File: config.mk
export PLATFORM = sky130hd
export DESIGN_NAME = song_sequencer
export DESIGN_NICKNAME = d
export VERILOG_FILES = /design/src/rtl/song_seq_pkg.sv /design/src/rtl/rest_timer.sv /design/src/rtl/song_sequencer.sv
export SDC_FILE = /design/constraint.sdc
export NUM_CORES = 1
export LEC_CHECK = 0
export BUFFER_PORTS_ARGS = -buffer_cell sky130_fd_sc_hd__clkbuf_2
export CAP_MARGIN = 20
export CORE_UTILIZATION = 55
export CTS_BUF_LIST = sky130_fd_sc_hd__clkbuf_4 sky130_fd_sc_hd__clkbuf_8
export DETAILED_ROUTE_END_ITERATION = 8
export MAX_ROUTING_LAYER = met4
export PLACE_DENSITY_LB_ADDON = 0.15
export SYNTH_ARGS = -nofsm -noshare
export SYNTH_HDL_FRONTEND = slang
export SYNTH_HIERARCHICAL = 1
export SYNTH_SLANG_ARGS = --single-unit
File: constraint.sdc
create_clock -name clk -period 2.2 [get_ports clk]
set_input_delay 0.22 -clock clk [delete_from_list [all_inputs] [get_ports clk]]
set_output_delay 0.22 -clock clk [all_outputs]
set_load 0.02 [all_outputs]
File: src/rtl/song_seq_pkg.sv
// Shared definitions for the song sequencer: FSM state encoding and the
// end-of-song marker value used in the ROM word stream.
package song_seq_pkg;

   typedef enum logic [2:0] {
      ST_IDLE,
      ST_FETCH,
      ST_LATCH,
      ST_ADVANCE,
      ST_REST,
      ST_DONE
   } state_t;

   // ROM words are {is_rest, note, duration, metadata}; an all-zero word ends a song.
   localparam int END_MARKER = 0;

endpackage

File: src/rtl/rest_timer.sv
// Beat counter for rests: counts enabled ticks and reports when the count
// reaches the latched rest length.
module rest_timer #(
   parameter int DUR_W = 6
) (
   input  logic             clk,
   input  logic             reset,
   input  logic             clr,
   input  logic             load,
   input  logic [DUR_W-1:0] target,
   input  logic             tick,
   output logic             done
);

   logic [DUR_W-1:0] count_reg;
   logic [DUR_W-1:0] target_reg;

   always_ff @(posedge clk or posedge reset) begin
      if (reset) begin
         count_reg  <= '0;
         target_reg <= '0;
      end else begin
         if (load) begin
            target_reg <= target;
         end
         if (clr) begin
            count_reg <= '0;
         end else if (tick) begin
            count_reg <= count_reg + {{(DUR_W-1){1'b0}}, 1'b1};
         end
      end
   end

   assign done = (count_reg == target_reg);

endmodule

File: src/rtl/song_sequencer.sv
// Walks a selected song in an external 1-cycle-latency ROM, issuing note
// events and timing rests on the beat tick, with pause, loop and song change.
module song_sequencer
   import song_seq_pkg::*;
#(
   parameter int SONG_W = 4,
   parameter int ADDR_W = 5,
   parameter int NOTE_W = 6,
   parameter int DUR_W  = 6,
   parameter int META_W = 3
) (
   input  logic                             clk,
   input  logic                             reset,
   input  logic                             play,
   input  logic                             loop,
   input  logic [SONG_W-1:0]                song,
   input  logic                             beat,
   output logic [SONG_W+ADDR_W-1:0]         rom_addr,
   input  logic [NOTE_W+DUR_W+META_W:0]     rom_data,
   output logic                             new_note,
   output logic [NOTE_W-1:0]                note,
   output logic [DUR_W-1:0]                 duration,
   output logic [META_W-1:0]                metadata,
   output logic                             song_done
);

   localparam int WORD_W   = 1 + NOTE_W + DUR_W + META_W;
   localparam int DUR_LSB  = META_W;
   localparam int NOTE_LSB = META_W + DUR_W;
   localparam int REST_BIT = WORD_W - 1;
   localparam logic [ADDR_W-1:0] IDX_MAX = '1;

   state_t              state_reg, state_next;
   logic [ADDR_W-1:0]   idx_reg, idx_next;
   logic [SONG_W-1:0]   song_q_reg, song_q_next;
   logic [NOTE_W-1:0]   note_reg, note_next;
   logic [DUR_W-1:0]    duration_reg, duration_next;
   logic [META_W-1:0]   metadata_reg, metadata_next;
   logic                new_note_reg, new_note_next;
   logic                song_done_reg, song_done_next;
   logic                loop_q_reg;

   logic                rest_field;
   logic [NOTE_W-1:0]   note_field;
   logic [DUR_W-1:0]    duration_field;
   logic [META_W-1:0]   metadata_field;
   logic                timer_clr, timer_load, timer_tick, rest_done;
   logic                end_of_song;

   assign rest_field     = rom_data[REST_BIT];
   assign note_field     = rom_data[NOTE_LSB +: NOTE_W];
   assign duration_field = rom_data[DUR_LSB +: DUR_W];
   assign metadata_field = rom_data[0 +: META_W];

   rest_timer #(
      .DUR_W (DUR_W)
   ) u_rest_timer (
      .clk    (clk),
      .reset  (reset),
      .clr    (timer_clr),
      .load   (timer_load),
      .target (duration_field),
      .tick   (timer_tick),
      .done   (rest_done)
   );

   always_ff @(posedge clk or posedge reset) begin
      if (reset) begin
         state_reg     <= ST_IDLE;
         idx_reg       <= '0;
         song_q_reg    <= '0;
         note_reg      <= '0;
         duration_reg  <= '0;
         metadata_reg  <= '0;
         new_note_reg  <= 1'b0;
         song_done_reg <= 1'b0;
         loop_q_reg    <= 1'b0;
      end else begin
         state_reg     <= state_next;
         idx_reg       <= idx_next;
         song_q_reg    <= song_q_next;
         note_reg      <= note_next;
         duration_reg  <= duration_next;
         metadata_reg  <= metadata_next;
         new_note_reg  <= new_note_next;
         song_done_reg <= song_done_next;
         loop_q_reg    <= loop;
      end
   end

   always_comb begin
      state_next     = state_reg;
      idx_next       = idx_reg;
      song_q_next    = song_q_reg;
      note_next      = note_reg;
      duration_next  = duration_reg;
      metadata_next  = metadata_reg;
      new_note_next  = 1'b0;
      song_done_next = 1'b0;
      timer_clr      = 1'b0;
      timer_load     = 1'b0;
      timer_tick     = 1'b0;
      end_of_song    = 1'b0;

      // A song change overrides pause, rests and the finished state alike.
      if ((state_reg != ST_IDLE) && (song != song_q_reg)) begin
         state_next  = ST_FETCH;
         idx_next    = '0;
         song_q_next = song;
         timer_clr   = 1'b1;
      end else begin
         case (state_reg)
            ST_IDLE: begin
               if (play) begin
                  state_next  = ST_FETCH;
                  song_q_next = song;
                  idx_next    = '0;
               end
            end
            ST_FETCH: begin
               if (play) begin
                  state_next = ST_LATCH;
               end
            end
            ST_LATCH: begin
               // Pausing here drops the fetched word; resume re-reads it.
               if (!play) begin
                  state_next = ST_FETCH;
               end else if (rom_data == WORD_W'(END_MARKER)) begin
                  end_of_song = 1'b1;
               end else if (!rest_field) begin
                  new_note_next = 1'b1;
                  note_next     = note_field;
                  duration_next = duration_field;
                  metadata_next = metadata_field;
                  state_next    = ST_ADVANCE;
               end else begin
                  timer_clr  = 1'b1;
                  timer_load = 1'b1;
                  state_next = (duration_field == '0) ? ST_ADVANCE : ST_REST;
               end
            end
            ST_REST: begin
               if (play) begin
                  if (rest_done) begin
                     timer_clr  = 1'b1;
                     state_next = ST_ADVANCE;
                  end else begin
                     timer_tick = beat;
                  end
               end
            end
            ST_ADVANCE: begin
               if (play) begin
                  if (idx_reg == IDX_MAX) begin
                     end_of_song = 1'b1;
                  end else begin
                     idx_next   = idx_reg + {{(ADDR_W-1){1'b0}}, 1'b1};
                     state_next = ST_FETCH;
                  end
               end
            end
            ST_DONE: begin
               song_done_next = 1'b1;
               if (loop && !loop_q_reg) begin
                  state_next     = ST_FETCH;
                  idx_next       = '0;
                  song_done_next = 1'b0;
               end
            end
            default: begin
               state_next = ST_IDLE;
            end
         endcase

         if (end_of_song) begin
            song_done_next = 1'b1;
            if (loop) begin
               state_next = ST_FETCH;
               idx_next   = '0;
            end else begin
               state_next = ST_DONE;
            end
         end
      end
   end

   assign rom_addr  = {song_q_reg, idx_reg};
   assign new_note  = new_note_reg;
   assign note      = note_reg;
   assign duration  = duration_reg;
   assign metadata  = metadata_reg;
   assign song_done = song_done_reg;

endmodule
Yosys cells after proc, flatten, opt, wreduce, memory -nomap -nowiden
Index checks and enable logic that the tools add are counted.
W data, S select, Z words.
{"block": "totals", "out_inout_bits": 26, "reg_bits": 42}
{"block": "classes", "addsub": 2, "n_mux": 56, "n_reduce_logical": 13, "bitwise_logic": 3, "eq_ne": 16}
{"operator": "$mux W3", "n": 14}
{"operator": "$mux W5", "n": 7}
{"operator": "$ne A4 B4 Y1 const B", "n": 7}
{"operator": "$mux W1", "n": 26}
{"operator": "$pmux W3 S6", "n": 1}
{"operator": "$logic_not A16 Y1", "n": 1}
{"operator": "$pmux W5 S3", "n": 1}
{"operator": "$mux W4", "n": 3}
{"operator": "$mux W6", "n": 2}
{"operator": "$reduce_and A8 Y1", "n": 1}
{"operator": "$add A6 B1 Y6 const B", "n": 1}
{"operator": "$eq A3 B2 Y1 const B", "n": 2}
{"operator": "$eq A3 B3 Y1 const B", "n": 2}
{"operator": "$eq A6 B6 Y1", "n": 1}
{"operator": "$logic_not A6 Y1", "n": 1}
{"operator": "$reduce_bool A2 Y1", "n": 3}
{"operator": "$add A5 B1 Y5 const B", "n": 1}
{"operator": "$eq A5 B5 Y1 const B", "n": 1}
{"operator": "$ne A5 B5 Y1 const B", "n": 1}
{"operator": "$reduce_and A5 Y1", "n": 1}
{"operator": "$ne A4 B4 Y1", "n": 1}
{"operator": "$pmux W1 S2", "n": 2}
{"operator": "$eq A3 B1 Y1 const B", "n": 1}
{"operator": "$logic_not A3 Y1", "n": 1}
{"operator": "other kinds (5)", "n": 8}

Logic depth before layout (Yosys ltp)
Gate-level depths: netlist (run 1).
{"block": "logic_depth", "ltp_word": 8, "mapped_depth": 9}

Modules after synthesis
The synthesis (run 1) kept the hierarchy.
{"module": "song_sequencer", "area_per_inst_um2": 1601.5, "cells_each": 145, "instances": 1}
{"module": "rest_timer", "area_per_inst_um2": 574.3, "cells_each": 48, "instances": 1}

Worst setup path after synthesis (run 1)
No wires, ideal clock.
{"block": "synth_path", "path_type": "register to register", "start": "register song_q_reg[0]", "end": "register duration_reg[4], in the netlist duration[4]", "slack_ps": 208, "setup_time_ps": 125, "required_ps": 2075, "arrival_time_ps": 1867, "stages_incl_launch_ff": 7, "cell_sequence": "dfrtp_1 > xnor2_1 > nand4_1 > or4_1 > buf_6 > buf_12 > mux2_4"}
{"block": "synth_via", "elab_chain_len": 4}
{"item": "start: declaration", "line_no": "song_sequencer.sv:35", "rtl": "logic [SONG_W-1:0] song_q_reg, song_q_next;"}
{"item": "start signal: assignment", "line_no": "song_sequencer.sv:81", "rtl": "song_q_reg <= song_q_next;"}
{"item": "$ne A4 B4 Y1", "line_no": "song_sequencer.sv:106", "rtl": "if ((state_reg != ST_IDLE) && (song != song_q_reg)) begin"}
{"item": "$logic_and A1 B1 Y1", "line_no": "song_sequencer.sv:106"}
{"item": "$not A1 Y1 (no source line)"}
{"item": "$reduce_and A5 Y1 (no source line)"}
{"item": "end signal: assignment", "line_no": "song_sequencer.sv:83", "rtl": "duration_reg <= duration_next;"}
{"item": "end: declaration", "line_no": "song_sequencer.sv:37", "rtl": "logic [DUR_W-1:0] duration_reg, duration_next;"}
Every way passes these cells.
A chain may end at the register's enable or synchronous reset.

Worst setup path after layout (run 1)
{"block": "layout_path", "start": "register song_q_reg[1]", "end": "register note_reg[2], in the netlist note[2]"}
{"block": "layout_via", "elab_chain_len": 4}
{"item": "$ne A4 B4 Y1", "line_no": "song_sequencer.sv:106"}
{"item": "$logic_and A1 B1 Y1", "line_no": "song_sequencer.sv:106"}
{"item": "$not A1 Y1 (no source line)"}
{"item": "$reduce_and A5 Y1 (no source line)"}
{"item": "end signal: assignment", "line_no": "song_sequencer.sv:82", "rtl": "note_reg <= note_next;"}
{"item": "end: declaration", "line_no": "song_sequencer.sv:36", "rtl": "logic [NOTE_W-1:0] note_reg, note_next;"}
Every way passes these cells.

==> results of run 1 <==
layer usage:
metal | up-vias | GRT usage (%) | part of all wire (%)
met1 | 813 | 29.1 | 45
met4 | 0 | 5.56 | 0.37
li1 | 798 | - | -
met5 | - | - | 0
met3 | 2 | 5.46 | 4.1
met2 | 44 | 38.3 | 50
final cells by class:
class	count	area, µm²	share of cell area (%)
Clock buffer	7	83.8	3.25
Inverter	6	22.5	0.874
Multi-Input combinational cell	137	1030	40.1
Sequential cell	42	1050	40.8
Tap cell	48	60.1	2.33
Timing Repair Buffer	58	325	12.6
placed cells by master, fill, tap and decap left out, types with 6 or more instances in the layout:
master / n
sky130_fd_sc_hd__mux2_4: 9
sky130_fd_sc_hd__mux2_2: 16
sky130_fd_sc_hd__nor2_1: 14
sky130_fd_sc_hd__dfrtp_1: 42
sky130_fd_sc_hd__clkbuf_2: 50
sky130_fd_sc_hd__xnor2_1: 10
sky130_fd_sc_hd__o21ai_0: 8
sky130_fd_sc_hd__nand2_1: 8
sky130_fd_sc_hd__nor3_1: 6
sky130_fd_sc_hd__nand4_1: 6
sky130_fd_sc_hd__nand3_1: 9
sky130_fd_sc_hd__inv_1: 6
sky130_fd_sc_hd__buf_4: 6
metrics by stage:
step / utilization (%) / worst slack, ps / hold slack (ps) / cells / instance area, µm²
2_1_floorplan: - / 208 / 84.7 / 193 / 2180
3_3_place_gp: 66.8 / 142 / 237 / 290 / 2480
3_5_place_dp: 66.8 / 99.4 / 240 / 290 / 2480
4_1_cts: 69.3 / 202 / 122 / 298 / 2580
5_1_grt: 69.3 / 63.3 / 122 / 298 / 2580
6_report: 69.3 / 202 / 136 / 298 / 2580
what timing repair did:
item | in CTS | in global routing
hold endpoints to repair | 12 | 0
endpoints found under the setup margin | 0 | 0
hold buffers | 1 | 0
worst max-delay path, delay by kind of cell, from the launching register on:
family / cells / cell delay, ps
and+or+nand+nor: 2 / 730
DFF: 1 / 410
muxes: 1 / 300
xor gates and xnor gates: 1 / 250
buffers and inverters: 1 / 190
power groups by stage:
stage               Clock (W)  Sequential, W  Combinational (W)
floorplan                   0       0.000813          0.0000875
global placement            0       0.000812           0.000155
detailed placement          0       0.000812           0.000158
CTS                  0.000489       0.000797           0.000160
global route         0.000524       0.000799           0.000177
finish               0.000468       0.000798           0.000159
final timing paths:
check                              start                   endpoint  slack [ps]  cells past startpoint
max                        song_q_reg[1]                    note[2]         200                      5
min                                 loop                 loop_q_reg         140                      1
max reg2reg                song_q_reg[1]                    note[2]         200                      5
min reg2reg                  metadata[2]                metadata[2]         510                      1
max in group asynchronous          reset                    note[0]        1360                      4
min in group asynchronous          reset  u_rest_timer/count_reg[0]         470                      3
logic make-up (layout without fill, tap and decap cells):
| kind of cell | Yosys count | count (layout) | synth area share (%) |
|---|---|---|---|
| and+or+nand+nor | 68 | 68 | 17.7 |
| DFF | 42 | 42 | 48.3 |
| muxes | 28 | 28 | 15.9 |
| AOI/OAI and AO/OA | 24 | 24 | 6.79 |
| xor gates and xnor gates | 15 | 15 | 6.04 |
| buffers and inverters | 14 | 71 | 4.20 |
| adders and majority gates | 2 | 2 | 1.15 |
==> results.txt, run 1 <==
- Via count normalized by instance count: 5.56
- The analysis attributes to net switching a power of 0.000331 W.
- In this run the number of H-tree levels came out at 2.
- Critical Path End Type: register
- Worst path max stage delay: 550 ps
- The Yosys step of the flow raised 6 warnings.
- Setup clock skew after layout: 4.57 ps
- The core region is around 3700 µm².
* Main synth FF type: sky130_fd_sc_hd__dfrtp_1
* Fin crit share: 90.8%
- The die covers 4210 µm².
- I/O pin cnt: 51
* Number of synthesized flops with an enable pin: 0
* Commonest cells in the synthesized netlist: 42 x sky130_fd_sc_hd__dfrtp_1, 16 x sky130_fd_sc_hd__mux2_2, 14 x sky130_fd_sc_hd__nor2_1
- Mapped Avg Cell Area: 11.3 µm²
- Pins over their slew limit: 0
- Arrival time of data at the critical path endpoint: around 2200 ps
* Internal Pwr Total: 0.00109 W
- The pre-antenna-repair detailed-routing pass consisted of 4 iterations.
* Detailed-route DRC error count: 0
- At the end of routability-driven placement, the weighted congestion stood at between 0.8 and 0.9.
- The post-route netlist has between 30 and 40% of its cells at a drive strength greater than 1.
- Wire length of the first global-routing pass: 7.33 mm
- Share of synthesized area occupied by flip-flops and latches: 48.3%
- In the post-synthesis netlist, the biggest area contributors are sky130_fd_sc_hd__dfrtp_1 48%, sky130_fd_sc_hd__mux2_2 8.3%, sky130_fd_sc_hd__mux2_4 6.2%.
- Vias: 1657
- Clock Sink Count: 42
- Across every metal layer, demand over resource in global routing totals 23.3%.
- Area Overhead vs Synth: 18.4%
- The worst pin sits at a relative slew slack of approximately two thirds.
* Post-DP HPWL: 3.26 mm
- Number of buffers added by the clock tree synthesis step: 5
* Initial cell density of the core: 58.6%
* Number of placement rows: 22
* Wire length per cell: about 14 µm
- Number of library cell types mapped by synthesis: 43
* TritonCTS clock tree: done
- Registers are responsible for 56.0% of the overall power.
- Die outline width: 64.9 µm
- Final net count: about 280
- sky130_fd_sc_hd__dfrtp_1 takes more of the synthesized area than any other cell.
- Summing every instance area after synthesis gives 2180 µm².
* Yosys reg bits: 42
* Antenna diode instance count: 0
- Final setup violation count: 0
- Post-CTS timing repair inserted 0 buffers for setup.
* Minimum period implied by the final worst setup slack: 2000 ps
- In this run, the combinational gates consume 11.2% of the power.
* Antenna-violating nets left: 0
* Total overflow reported by the global router: 0
* Leakage power of the design: 1.28 nW
- For the final routed database, the setup TNS stands at 0 ps.
- The clock passes through at most 2 buffers.
- Master cell of the clock root buffer: sky130_fd_sc_hd__clkbuf_8
- In this run switching power makes up 23.2% of total power.
- Entering global routing, the biggest net connects 31 pins.
- Async set or reset register ratio after synthesis: 100%
- Maximum net fanout on the critical path: 16
* First-iteration detailed-routing DRC count: 103
* Maximum operating frequency: ~0.5 GHz
- Startpoint type of the worst setup path: register
* Share of the synthesized area in the top cell type: about half
- The via count of the first global-routing pass is 1621.
* Path type of the worst setup path: reg -> reg
* Power Total: 0.00142 W
- Total of buffers placed on input and output ports: 50
- Antenna violations before repair: 0
* Worst supply voltage drop on vdd: 0.381 mV
- Max-cap violations in this run came to 0.
- When the netlist entered floorplanning its net count stood at 220.
- The final hold violation count is 0.
- The path class of the tightest hold or removal check is in -> reg.
- Traced cell by cell, the critical path runs through xnor2_1 -> nand4_1 -> or4_1 -> buf_12 -> mux2_4.
- Worst-skew pair later-pin latency: between 200 and 300 ps
- After detailed routing, the total wire length is between 4 and 5 mm.
- Power spread over the standard cell area amounts to roughly 550 nW/µm².
- After clock tree synthesis, the clock-pin slew on the worst setup and hold paths is around 70 ps.
- Clock network power share: 32.8%
* PostCTS Resize Cnt: 0
- Outcome: finished clean
- Count of fill cells added during filler insertion: 286
* Worst endpoint required time: 2370 ps
- Vertical die dimension: around 65 µm
- Worst-margin pin slew: ~490 ps
- Yosys instantiated no cell more often than sky130_fd_sc_hd__dfrtp_1.
- Instance count of the mapped netlist: 193
- Slowest stage cell on the critical path: sky130_fd_sc_hd__or4_1
* Setup repair after global routing missed its margin: no
Power figures use the tool's default switching activity.
==> run 2: changes to the inputs <==
- ABC_AREA: unset -> 1
- CORE_UTILIZATION: 55 -> 56
==> results.txt, run 2 <==
- First-iteration detailed-routing DRC count: 122
- The root buffer cell chosen for the clock tree is sky130_fd_sc_hd__clkbuf_8.
- Path type of the worst setup path: reg -> reg
- After clock tree synthesis, the clock-pin slew on the worst setup and hold paths is 80 ps.
- After legalization and detailed placement, the total HPWL measured 3.73 mm.
- Origin of the worst setup path: u_rest_timer/count_reg[2]
- Sorting the synthesized cells by area gives the leading types as sky130_fd_sc_hd__dfrtp_1 44%, sky130_fd_sc_hd__nand2_1 16%, sky130_fd_sc_hd__nand3_1 6.9%.
- Die outline width: about 68 µm
* Antenna diode instance count: 0
* Startpoint of the worst register-to-register path: u_rest_timer/count_reg[2]
- Of all flip-flops after synthesis, the portion carrying an async set or reset was 100%.
* Length of the first detailed-routing pass in iterations: 4
- Once placement completed, the tool counted placed cells totaling approximately 420.
- Combinational logic is responsible for 39.0% of the overall power.
* Slowest stage cell on the critical path: sky130_fd_sc_hd__dfrtp_1
- Total routing usage reported by global routing: 25.2%
- Internal Pwr Total: 0.00164 W
- Setup repair after global routing left no endpoint under its margin.
- Total nets after synthesis: 346
- The startpoint identified for the worst hold timing path is loop.
- Net switching is 40.6% of the power.
- Antenna violations before repair: 0
- RePlAce Congestion: 0.860
* Startpoint type of the worst setup path: register
* Critical Path End Type: register
- Number of global-route vias before repair: ~1900
- Worst-margin pin slew: 466 ps
* Setup clock skew after layout: 8.20 ps
- In this run the worst setup path terminates at u_rest_timer/count_reg[5].
* Main synth FF type: sky130_fd_sc_hd__dfrtp_1
- In this run the power density over the cells is between 900 and 1000 nW/µm².
- In this run the vertical extent of the chip is slightly below 70 µm.
* Hold Vio Cnt, Final: 0
- Synthesis inferred 42 register bits.
- Total Die Area: between 4000 and 5000 µm²
* Number of placement rows: 23
- CTS built an H-tree with a depth of 2.
- Vias: between 2000 and 2500
- Path depth of the worst reg2reg path: 12
- Setup slack, reg-to-reg: 300 ps
* Fin cells: 425
- In the final timing run, aggregate negative setup slack is 0 ps.
- between 50 and 60 I/O pins were placed.
- TritonCTS created 5 clock buffers.
- The Yosys step of the flow raised 6 warnings.
- Cell type with the highest aggregate area in the netlist: sky130_fd_sc_hd__dfrtp_1
* Wire length of the first global-routing pass: 8.31 mm
- STA puts the critical path data arrival time at 2130 ps.
* Place WS: 174 ps
- Once the floorplan was initialized, standard cells occupied 59.3% of the core.
* Maximum net fanout on the critical path: 7
* Clock Sink Count: between 40 and 50
- Overall power consumption after layout is estimated at 0.00276 W.
- By instance count, the leading cell after synthesis is sky130_fd_sc_hd__nand2_1.
- Outcome: finished clean
* Via count normalized by instance count: 5.13
- Most common cell after layout, fill and taps aside: sky130_fd_sc_hd__nand2_1
- Cell Chain, Critical Path: xor2_1 -> nor2_1 -> nand2_1 -> nor2_2 -> inv_1 -> o311ai_2 -> inv_2 -> nand2_4 -> nand3_2 -> nand2_1 -> inv_1 -> nor2_1
* Maximum operating frequency: 0.527 GHz
* Final worst setup slack: 303 ps
- Antenna-violating nets left: 0
- Measured against its own limit, the worst slew margin works out to 68.9%.
- The clock network burns 22.4% of the power.
* Leakage power of the design: 1.60 nW
* Switching component of the power: 0.00112 W
* Type of the tightest min-delay check: in -> reg
- Core area: 4060 µm²
* Worst-skew pair later-pin latency: approximately 300 ps
- Worst r2r dst: u_rest_timer/count_reg[5]
* Area Overhead vs Synth: 17.0%
- No sink is reached through more buffers than the 2 on the longest clock path.
- Setup violations remaining at the end of the flow were counted as 0.
- Commonest cells after routing, fill and taps aside: 105 x sky130_fd_sc_hd__nand2_1, 50 x sky130_fd_sc_hd__clkbuf_2, 42 x sky130_fd_sc_hd__dfrtp_1
* Summed instance area of the synthesized netlist: 2410 µm²
- In this run the tool buffered the top-level ports with 50 buffer cells.
- At the end of the flow, the number of nets in the layout was between 400 and 500.
- The worst path uses between 80% and 90% of the clock period.
* Share of synthesized area occupied by flip-flops and latches: 43.7%
- Entering global routing, the biggest net connects 31 pins.
* Sequential share of power: between 30% and 40%
* Instance count of the mapped netlist: 319
- The worst path in the final design needs a cycle of ~1900 ps, including I/O delays and setup.
- After synthesis, the most frequently instantiated cells are 105 x sky130_fd_sc_hd__nand2_1, 42 x sky130_fd_sc_hd__dfrtp_1, 38 x sky130_fd_sc_hd__inv_1.
- IR analysis of the VDD net gives a maximum drop of 0.655 mV.
- Total overflow reported by the global router: 0
- Pins over their slew limit: 0
- Detailed-route DRC error count: 0
- Smallest hold slack: 42.1 ps
* Mapped Avg Cell Area: 7.54 µm²
- Wire length per cell: 11.7 µm
* TritonCTS clock tree: done
- Cells with a size suffix above 1 make up 24.3% of the layout.
* Total length of routed wires: approximately 5 mm
- Number of library cell types mapped by synthesis: 34
- The synthesized design contains 0 enable-type register cells.
* Total of max-cap violations: 0
- Data on the critical path is required at its endpoint by 2430 ps.
* Share of the synthesized area in the top cell type: ~44%
- For this run, the slowest stage of the critical path takes approximately 480 ps.
==> run 2: cell count changes after synthesis, moves of 4 or more <==
cell                       change
sky130_fd_sc_hd__nand2_1      +97
sky130_fd_sc_hd__inv_1        +32
sky130_fd_sc_hd__nand3_1      +24
sky130_fd_sc_hd__mux2_2       -15
sky130_fd_sc_hd__mux2_4        -9
sky130_fd_sc_hd__nor2_1        +9
sky130_fd_sc_hd__xnor2_1       -8
sky130_fd_sc_hd__o21ai_0       +7
sky130_fd_sc_hd__clkbuf_1      -4
sky130_fd_sc_hd__inv_2         +4
sky130_fd_sc_hd__nand2_2       +4
sky130_fd_sc_hd__nor3_1        -4
==> run 2: cell type report <==
cell class	instances	area (µm²)
fillers	368	1240
multi-input cells	226	1130
flip-flops and latches	42	1050
repair buffers	56	298
inverters	43	161
clock buffers	6	76.3
well taps	50	62.6
clock inverters	2	37.5
==> run 2: kinds of logic after synthesis <==
logic type	after synthesis	share of synthesized area, %
adders and majority gates	2	1.04
xor gates and xnor gates	5	1.82
and+or+nand+nor	190	36.5
buffers and inverters	51	9.72
DFF	42	43.7
AOI/OAI and AO/OA	28	6.76
muxes	1	0.468
==> run 2: worst min path at each step <==
stage                                            end  cells after the start
after floorplan            u_rest_timer/count_reg[0]                      1
after global placement    u_rest_timer/target_reg[1]                      2
after detailed placement  u_rest_timer/target_reg[5]                      2
after CTS                                 loop_q_reg                      1
after global routing                      loop_q_reg                      1
final                                     loop_q_reg                      1
==> run 2: power groups by stage <==
stage	Sequential (W)	Combinational [W]	Clock (W)
after floorplan	0.00122	0.000641	0
final	0.00107	0.00108	0.000620
after detailed placement	0.00108	0.00107	0
after global placement	0.00107	0.00105	0
after global routing	0.00109	0.00120	0.000670
after CTS	0.00107	0.00108	0.000634
==> run 2: critical path, delay by kind of cell (launching register included) <==
| family | cells | cell delay [ps] |
|---|---|---|
| simple gates | 7 | 560 |
| flops | 1 | 480 |
| compound gates | 1 | 350 |
| buf+inv | 3 | 250 |
| xor+xnor | 1 | 200 |
==> run 2: through the flow <==
stage | area (µm²) | utilization [%]
after global routing | 2820 | 69.4
after floorplan | 2410 | -
after detailed placement | 2680 | 66.1
after CTS | 2810 | 69.2
final | 2820 | 69.4
after global placement | 2680 | 66.1
==> run 2: metal layers <==
layer	vias to the layer above	wire length [µm]	track usage (%)
met5	-	0	-
met4	0	72	7.98
met3	7	264	5.74
met2	55	2360	39.0
met1	1005	2290	32.4
li1	1115	-	-
==> run 2: repair_timing <==
item | in CTS | in global routing
hold buffers | 1 | 0
buffers inserted | 0 | 0
hold endpoints to repair | 27 | 0
setup endpoints to repair | 0 | 1
resized for setup | 0 | 1
==> run 3: changes to the inputs <==
- BUFFER_PORTS_ARGS: -buffer_cell sky130_fd_sc_hd__clkbuf_2 -> unset
- CORE_UTILIZATION: 56 -> 60
- DONT_BUFFER_PORTS: unset -> 1
- SYNTH_HIERARCHICAL: 1 -> unset
==> results.txt, run 3 <==
- Total routing usage reported by global routing: 25.7%
- Maximum operating frequency: 0.568 GHz
- Counting flops and latches in the post-synthesis netlist gives 42.
* Area used by multi-input combinational logic: 1080 µm²
- Total nets after synthesis: 352
* Die outline width: 64.5 µm
* Maximum number of pins on one net before global-route repair: 43
- Worst supply voltage drop on vdd: 0.546 mV
- By instance count, the leading cell after synthesis is sky130_fd_sc_hd__nand2_1.
* Share of the synthesized area in the top cell type: 44.9%
* Number of global-route vias before repair: 1894
* Cell type with the highest aggregate area in the netlist: sky130_fd_sc_hd__dfrtp_1
- Antenna-violating nets left: 0
- I/O pin cnt: 51
- TritonCTS clock tree: done
- After detailed placement, the total cell area comes to 2380 µm².
* Arrival time of data at the critical path endpoint: 1940 ps
- From bottom edge to top edge, the die measures 64.5 µm.
- Antenna violations before repair: 0
* Post-route core utilization: 67.1%
* Final net count: 357
- Total of max-cap violations: 0
- Startpoint type of the worst setup path: register
- The repair_antennas step left the layout with diodes totalling 0.
* Commonest cells in the synthesized netlist: 103 x sky130_fd_sc_hd__nand2_1, 42 x sky130_fd_sc_hd__dfrtp_1, 41 x sky130_fd_sc_hd__inv_1
* Bufs on Longest Clock Path: 2
- Sequential elements use between 40 and 50% of the synthesized area.
- Slowest stage cell on the critical path: sky130_fd_sc_hd__dfrtp_1
- For this configuration, the core starts out at a cell density of 63.0%.
- Mapped Avg Cell Area: 7.21 µm²
- Clock Sink Count: 42
- The floorplan step defined a core boundary enclosing 3720 µm².
* Setup clock skew after layout: 11.9 ps
- Setup repair after global routing left no endpoint under its margin.
- The critical path is of the reg -> reg type.
- By area the synthesized netlist is led by sky130_fd_sc_hd__dfrtp_1 45%, sky130_fd_sc_hd__nand2_1 17%, sky130_fd_sc_hd__nand3_1 6.6%.
* First-iteration detailed-routing DRC count: 116
* Ys Warns: 0
- Leaving out fill and tap cells, the most frequent cell in the layout is sky130_fd_sc_hd__nand2_1.
- Clock transition time at the flip-flop clock pins of the worst setup and hold paths: about 90 ps
- Area Overhead vs Synth: 6.41%
- The routed design could run at a clock period as short as 1760 ps.
- Yosys mapped a number of flops with a built-in enable equal to 0.
* Master cell of the clock root buffer: sky130_fd_sc_hd__clkbuf_8
- The max-slew violation count was 0.
* Number of buffers added by the clock tree synthesis step: 5
- The netlist uses 26 different library cells.
- For the pin with the worst max-slew slack, the measured transition is 520 ps.
- Fin cells: 379
- In this run the static leakage power is 1.37 nW.
- Type of the tightest min-delay check: in -> reg
* H-tree Lvls: 2
- Via count normalized by instance count: 5.21
* Wire length per cell: 12.0 µm
- Summing all non-filler instances in the final layout gives an area of 2490 µm².
- Number of placement rows: 22
- Counting every instance in the synthesized netlist gives 325.
- The final layout contains routed wiring with a total length of 4.55 mm.
- The final hold violation count came to 0.
- Final setup violation count: 0
* Ratio of cells with drive above 1 in the final layout: 9.97%
- Wire length of the first global-routing pass: 8.14 mm
- Worst endpoint required time: roughly 2400 ps
* Fin crit share: approximately 80%
* Setup TNS: 0 ps
* Total of buffers placed on input and output ports: 0
- Sequential Area: 1050 µm²
- Critical Path End Type: register
- Counting the fill cells in the layout gives 347.
* RePlAce Congestion: 0.899
* Pwr Density: just under 1000 nW/µm²
- Total overflow reported by the global router: 0
* Total Die Area: 4160 µm²
- The cell area that synthesis handed to floorplanning was 2340 µm².
- For the worst-skew pair, the clock arrives at the later sink with an insertion delay of 300 ps.
- Cell Chain, Critical Path: ha_1 -> nand4_1 -> nor2_2 -> nand2_1 -> nand2_2 -> nor2_1 -> nand2_1 -> nand2_1 -> nand2_1 -> nand2_1
* Commonest cells after routing, fill and taps aside: 103 x sky130_fd_sc_hd__nand2_1, 42 x sky130_fd_sc_hd__dfrtp_1, 41 x sky130_fd_sc_hd__inv_1
* Maximum net fanout on the critical path: 6
* Smallest hold slack: 25.5 ps
- Detailed-route DRC error count: 0
- The flow ran to the end, and the final reports show no timing, DRC or antenna violations.
- For this run, the leading register cell type out of synthesis is sky130_fd_sc_hd__dfrtp_1.
- By instance count, the cell type seen most on the critical path is sky130_fd_sc_hd__nand2_1.
- Including well taps, the total number of placed cells is 369.
- Relative slew margins: 65.3%
- Vias: 1976
- Post-DP HPWL: 3.41 mm
- Worst path max stage delay: 530 ps
* Length of the first detailed-routing pass in iterations: 4
- In the synthesized netlist the async set-or-reset flop fraction comes to 100%.
-- run 3: cell types whose count changed after synthesis, moves of 3 or more --
cell                       previous run  this run
sky130_fd_sc_hd__o21ai_1              3        16
sky130_fd_sc_hd__nor2_1              23        32
sky130_fd_sc_hd__o21ai_0             15         9
sky130_fd_sc_hd__buf_6                5         0
sky130_fd_sc_hd__nand3b_1             0         4
sky130_fd_sc_hd__nor2_2               2         6
sky130_fd_sc_hd__buf_2                1         4
sky130_fd_sc_hd__inv_1               38        41
sky130_fd_sc_hd__inv_2                4         7
sky130_fd_sc_hd__nand4_1              6         3
-- run 3: area by class of cell --
class / instances / share of cell area [%]
clock buffer: 5 / 2.76
clock inverter: 3 / 0.853
inverter: 48 / 7.23
multi-input combinational: 230 / 43.5
sequential: 42 / 42.2
tap: 48 / 2.41
timing repair buffer: 3 / 1.10
-- run 3: metal layers --
layer	routed length, µm	track usage (%)
met1	2070	30.1
met2	2220	44.3
met3	206	5.81
met4	63	7.22
met5	0	-
-- run 3: what timing repair did --
action                    CTS  global route
hold endpoints to repair   43             0
hold buffers                2             0
buffers inserted            0             0
gates resized for setup     0             0
-- run 3: power breakdown --
| group | switching [W] | internal, W | total [W] |
|---|---|---|---|
| clock network | 0.000277 | 0.000223 | 0.000500 |
| logic | 0.000490 | 0.000266 | 0.000756 |
| registers | 0.000268 | 0.000940 | 0.00121 |
| total | 0.00104 | 0.00143 | 0.00246 |
-- run 3: cells by family after synthesis --
kind of cell	share of synthesized area, %
xor gates and xnor gates	1.87
and+or+nand+nor	35.7
AOI/OAI and AO/OA	7.64
DFF	44.9
adders and majority gates	1.07
buffers and inverters	8.87
-- run 3: critical path, delay by kind of cell, from the launching register on --
kind / cells / cell delay [ps]
flip-flops: 1 / 530
AND/OR/NAND/NOR: 9 / 880
adder cells (fa/ha/maj): 1 / 260
-- run 3: worst paths after layout --
check | depth (start not counted) | slack [ps] | startpoint | end
max | 10 | 440 | idx_reg[0] | state_reg[0]
max reg2reg | 10 | 440 | idx_reg[0] | state_reg[0]
min reg2reg | 2 | 520 | u_rest_timer.target_reg[5] | u_rest_timer.target_reg[5]
min in group asynchronous | 3 | 490 | reset | note[3]
max in group asynchronous | 3 | 1340 | reset | idx_reg[3]
min | 2 | 30 | rom_data[13] | note[4]
-- run 3: through the flow --
step,power (W),setup slack [ps]
CTS,0.00248,442
detailed placement,0.00198,455
floorplan,0.00183,609
global route,0.00266,215
finish,0.00246,439
global placement,0.00195,503
